File: src/rtl/pif_ram_arbiter.sv
// Two-requester arbiter for the single-port PIF RAM: N64 has priority, a starvation
// counter bounds the CPU wait, and every grant runs IDLE -> ISSUE -> CAPTURE -> DONE.
module pif_ram_arbiter #(
  parameter int ADDR_W       = 9,
  parameter int DATA_W       = 32,
  parameter int STARVE_LIMIT = 4
) (
  input  logic              clk,
  input  logic              reset,
  input  logic              n64_req,
  input  logic              n64_wren,
  input  logic [ADDR_W-1:0] n64_addr,
  input  logic [DATA_W-1:0] n64_wdata,
  output logic              n64_ack,
  output logic [DATA_W-1:0] n64_rdata,
  input  logic              cpu_req,
  input  logic              cpu_wren,
  input  logic [ADDR_W-1:0] cpu_addr,
  input  logic [DATA_W-1:0] cpu_wdata,
  output logic              cpu_ack,
  output logic [DATA_W-1:0] cpu_rdata,
  input  logic              pif_disable,
  output logic              ram_en,
  output logic              ram_wren,
  output logic [ADDR_W-1:0] ram_addr,
  output logic [DATA_W-1:0] ram_wdata,
  input  logic [DATA_W-1:0] ram_rdata,
  output logic              busy,
  output logic              owner
);

  typedef enum logic [1:0] {IDLE, ISSUE, CAPTURE, DONE} state_t;

  localparam logic [3:0] LIMIT = 4'(STARVE_LIMIT);

  state_t     state, state_nxt;
  logic [3:0] starve_cnt, starve_cnt_nxt;
  logic       grant, grant_cpu;

  always_comb begin
    state_nxt      = state;
    starve_cnt_nxt = starve_cnt;
    grant          = 1'b0;
    grant_cpu      = 1'b0;
    case (state)
      IDLE: begin
        if (pif_disable) begin
          starve_cnt_nxt = 4'd0;
          if (cpu_req) begin
            grant     = 1'b1;
            grant_cpu = 1'b1;
          end
        end else if (cpu_req && starve_cnt == LIMIT) begin
          grant          = 1'b1;
          grant_cpu      = 1'b1;
          starve_cnt_nxt = 4'd0;
        end else if (n64_req) begin
          grant = 1'b1;
          // Only count N64 wins that actually kept a pending CPU waiting.
          if (!cpu_req)
            starve_cnt_nxt = 4'd0;
          else if (starve_cnt != LIMIT)
            starve_cnt_nxt = starve_cnt + 4'd1;
        end else begin
          starve_cnt_nxt = 4'd0;
          if (cpu_req) begin
            grant     = 1'b1;
            grant_cpu = 1'b1;
          end
        end
        if (grant) state_nxt = ISSUE;
      end
      ISSUE:   state_nxt = CAPTURE;
      CAPTURE: state_nxt = DONE;
      DONE:    state_nxt = IDLE;
      default: state_nxt = IDLE;
    endcase
  end

  always_ff @(posedge clk) begin
    if (reset) begin
      state      <= IDLE;
      starve_cnt <= 4'd0;
      owner      <= 1'b0;
      ram_wren   <= 1'b0;
      ram_addr   <= '0;
      ram_wdata  <= '0;
      n64_rdata  <= '0;
      cpu_rdata  <= '0;
    end else begin
      state      <= state_nxt;
      starve_cnt <= starve_cnt_nxt;
      // Arbitration stage: latch the winner's request onto the RAM bus.
      if (grant) begin
        owner     <= grant_cpu;
        ram_wren  <= grant_cpu ? cpu_wren  : n64_wren;
        ram_addr  <= grant_cpu ? cpu_addr  : n64_addr;
        ram_wdata <= grant_cpu ? cpu_wdata : n64_wdata;
      end
      // Capture stage: only the owner's read register is updated.
      if (state == CAPTURE && !ram_wren) begin
        if (owner) cpu_rdata <= ram_rdata;
        else       n64_rdata <= ram_rdata;
      end
    end
  end

  assign ram_en  = (state == ISSUE);
  assign n64_ack = (state == DONE) && !owner;
  assign cpu_ack = (state == DONE) && owner;
  assign busy    = (state != IDLE);

endmodule

File: config.mk
export PLATFORM = sky130hd
export DESIGN_NAME = pif_ram_arbiter
export DESIGN_NICKNAME = d
export VERILOG_FILES = /design/src/rtl/pif_ram_arbiter.sv
export SDC_FILE = /design/constraint.sdc
export NUM_CORES = 1
export LEC_CHECK = 0
export BUFFER_PORTS_ARGS = -buffer_cell sky130_fd_sc_hd__buf_4
export CAP_MARGIN = 20
export CORE_ASPECT_RATIO = 2
export CORE_MARGIN = 1
export CORE_UTILIZATION = 30
export CTS_CLUSTER_DIAMETER = 100
export DETAILED_ROUTE_END_ITERATION = 8
export MAX_ROUTING_LAYER = met4
export PLACE_DENSITY = 0.55
export SETUP_SLACK_MARGIN = 0.3
export SYNTH_ARGS = -nofsm -noshare
export SYNTH_HDL_FRONTEND = slang
export SYNTH_SLANG_ARGS = --single-unit
File: constraint.sdc
create_clock -name clk -period 1.8 [get_ports clk]
set_input_delay 0.18 -clock clk [delete_from_list [all_inputs] [get_ports clk]]
set_output_delay 0.18 -clock clk [all_outputs]
set_load 0.01 [all_outputs]
==> impl_metrics.yaml <==
global_route:
  grt_pass1_vias: 5198
  grt_usage_pct: 20.93
  antenna_found_initial: 0
  grt-ovfl-total: 0
  grt_start_max_net_pins: 43
  grt_pass1_wl_mm: 26.02
setup_path:
  end_kind: "flip-flop"
  required_ps: 2060
  start_kind: "flip-flop"
  crit_fanout: 8
  arrival_ps: 1820
  critical_path_class: "flip-flop to flip-flop"
pwr:
  power_frac_clock_pct: 27.9
  p_int_w: 0.007616
  powerDensity_nw_per_um2: 1473
  leakage_nw: 3.398
  finalPower_w: 0.01165
  share_comb_of_total_power_pct: 43.4
  sw_frac_of_total_pct: 34.64
  netSwitchingPower_w: 0.004036
  seqPwrFrac_pct: 28.7
  irDropWorstVdd_v: 0.0008244
die:
  die_area_um2: 16310
  num_io_pins: 232
  die_y_um: 179.6
  core_area_um2: 15370
  start_util_pct: 30.79
  die_w_um: 90.82
  rows: 64
outcome:
  run_status: "complete, no violations"
sta:
  finalSetupTns_ps: 0
  final-max-slew-violation-count: 0
  slew_headroom_pct: 70.24
  finalHoldViolCount: 0
  finalCriticalPeriod_ps: 1555
  finClkSkew_ps: 12.81
  worst_slew_pin_slew_ps: 446.4
  rsz0062_at_grt: "true"
  max_freq_mhz: 643.0
  final-setup-viol-count: 0
  fin_crit_sh_pct: 86.41
yosys:
  yosys_warnings: 0
  ys_seq_area_share_pct: 47.79
  avgSynthCellArea_um2: 8.304
  async_reset_ff_share_pct: 0
  synth.net_count: 697
  syn_area_um2: 4733
  synth_cells: 570
  synthFlopType: "dfxtp_1"
  synth_edf_count: 0
  synth.distinct_cells: 32
  ys_seq_elements: 113
placement:
  dpl.hpwl_mm: 10.96
  numPortBuffers: 231
  gp_congestion: 0.7758
  dpl-instance-area_um2: 6679
clocking:
  path_clk_slew_ps: 60
  cts_buffer_depth: 2
  cts-buffers-inserted: 17
  htreeDepth: 4
  clkSinkCount: 113
  cts-root-buf: "clkbuf_16"
  cts_tree: "yes"
  ctsHoldBuffers: 0
  clock_latency_ps: 400
routing:
  dr.pass1.iters: 4
  wl_per_cell_um: 16.90
  wl_mm: 17.33
  viasPerCell: 4.819
  drt.antenna.violating_nets: 0
  drt_iter0_drc: 156
  vias: 4939
  drc_errors: 0
flow_run:
  drv_cap: 0
finish:
  areaGrowthSynthToFinish_pct: 67.09
  antenna_cells: 0
  final_cell_mix: "buf_4, nand2_1, dfxtp_1"
  nets: 943
  drive_gt1_share_pct: 46.80
  final_common_cell: "buf_4"
  finalInstanceArea_um2: 7909
min_path:
  min_path_type: "input port to flip-flop"
==> path summary, 6_finish.rpt <==
| kind | start | end | slack (ps) | cells past startpoint |
|---|---|---|---|---|
| worst max register to register | state[0] | n64_rdata[12] | 240 | 7 |
| worst max-delay path | state[0] | n64_rdata[12] | 240 | 7 |
| worst min-delay path | n64_wren | ram_wren | 30 | 3 |
| worst min register to register | n64_rdata[15] | n64_rdata[15] | 450 | 2 |
==> stage by stage <==
step | util [%] | hold slack, ps | worst slack (ps) | instances
detailed placement | 43.44 | 446.6 | 56.33 | 966
CTS | 49.89 | 17.94 | 265.3 | 1015
floorplan | - | 316.0 | 307.1 | 570
global placement | 43.44 | 438.9 | 175.3 | 966
finish | 51.44 | 29.73 | 244.7 | 1025
global route | 51.44 | 18.72 | 182.0 | 1025
==> cell usage after synthesis, drive strengths merged, types with 3 or more instances <==
cell	instances	area, µm²
dfxtp	113	2262
nand3b	3	35.03
clkbuf	20	86.33
nor2b	3	18.77
ha	6	75.07
nand3	4	20.02
nor2	46	172.7
nand2	174	660.6
buf	28	181.4
inv	5	18.77
a211oi	43	518.0
a21oi	111	566.8
==> power by group through the flow <==
| stage | clock, W | combinational [W] | sequential (W) |
|---|---|---|---|
| CTS | 0.00331 | 0.00460 | 0.00333 |
| global placement | 0 | 0.00370 | 0.00335 |
| finish | 0.00325 | 0.00505 | 0.00335 |
| global route | 0.00346 | 0.00539 | 0.00340 |
| detailed placement | 0 | 0.00379 | 0.00336 |
| floorplan | 0 | 0.00203 | 0.00352 |
==> sequential cells by signal (all words and copies together), names as in the netlist <==
name,cells
ram_addr,9
n64_rdata,32
ram_wren,1
state,2
starve_cnt,4
ram_wdata,32
cpu_rdata,32
owner,1
==> what timing repair did <==
| action | CTS | global route |
|---|---|---|
| endpoints found under the setup margin | 77 | 76 |
| cloned | 6 | 4 |
| gates resized for setup | 36 | 24 |
| endpoints found under the hold margin | 0 | 0 |
| pin swaps | 25 | 11 |
| setup buffers | 13 | 6 |
==> layout make-up <==
cell class                 count  area (µm²)
timing repair buffer         275        2456
inverter                       5       23.77
tap                          198       247.7
fill                        1485        7466
sequential                   113        2272
multi-input combinational    404        2340
clock inverter                10       112.6
clock buffer                  20       456.7
==> worst max-delay path: stages, from the launching register on <==
cell       delay (ps)
dfxtp_4           360
inv_4              80
buf_12            100
ha_4              140
or3b_4            440
clkbuf_16         190
nand2_1            60
a21oi_1            60
==> metal layers <==
layer	vias to the layer above	routed length [µm]	global-route usage, %
li1	2400	-	-
met1	2318	6174	19.01
met2	194	9919	40.36
met3	27	912	4.992
met4	0	320	8.762
met5	-	0	-
==> kinds of logic (layout without fill, tap and decap cells) <==
family / after synthesis / after routing / synth area share [%]
adders and majority gates: 6 / 6 / 1.586
muxes: 1 / 1 / 0.2115
buffers and inverters: 53 / 310 / 6.053
DFF: 113 / 113 / 47.79
and+or+nand+nor: 238 / 238 / 20.49
AOI/OAI and AO/OA: 159 / 159 / 23.87
Note: power is estimated with default switching activity, not from simulation.
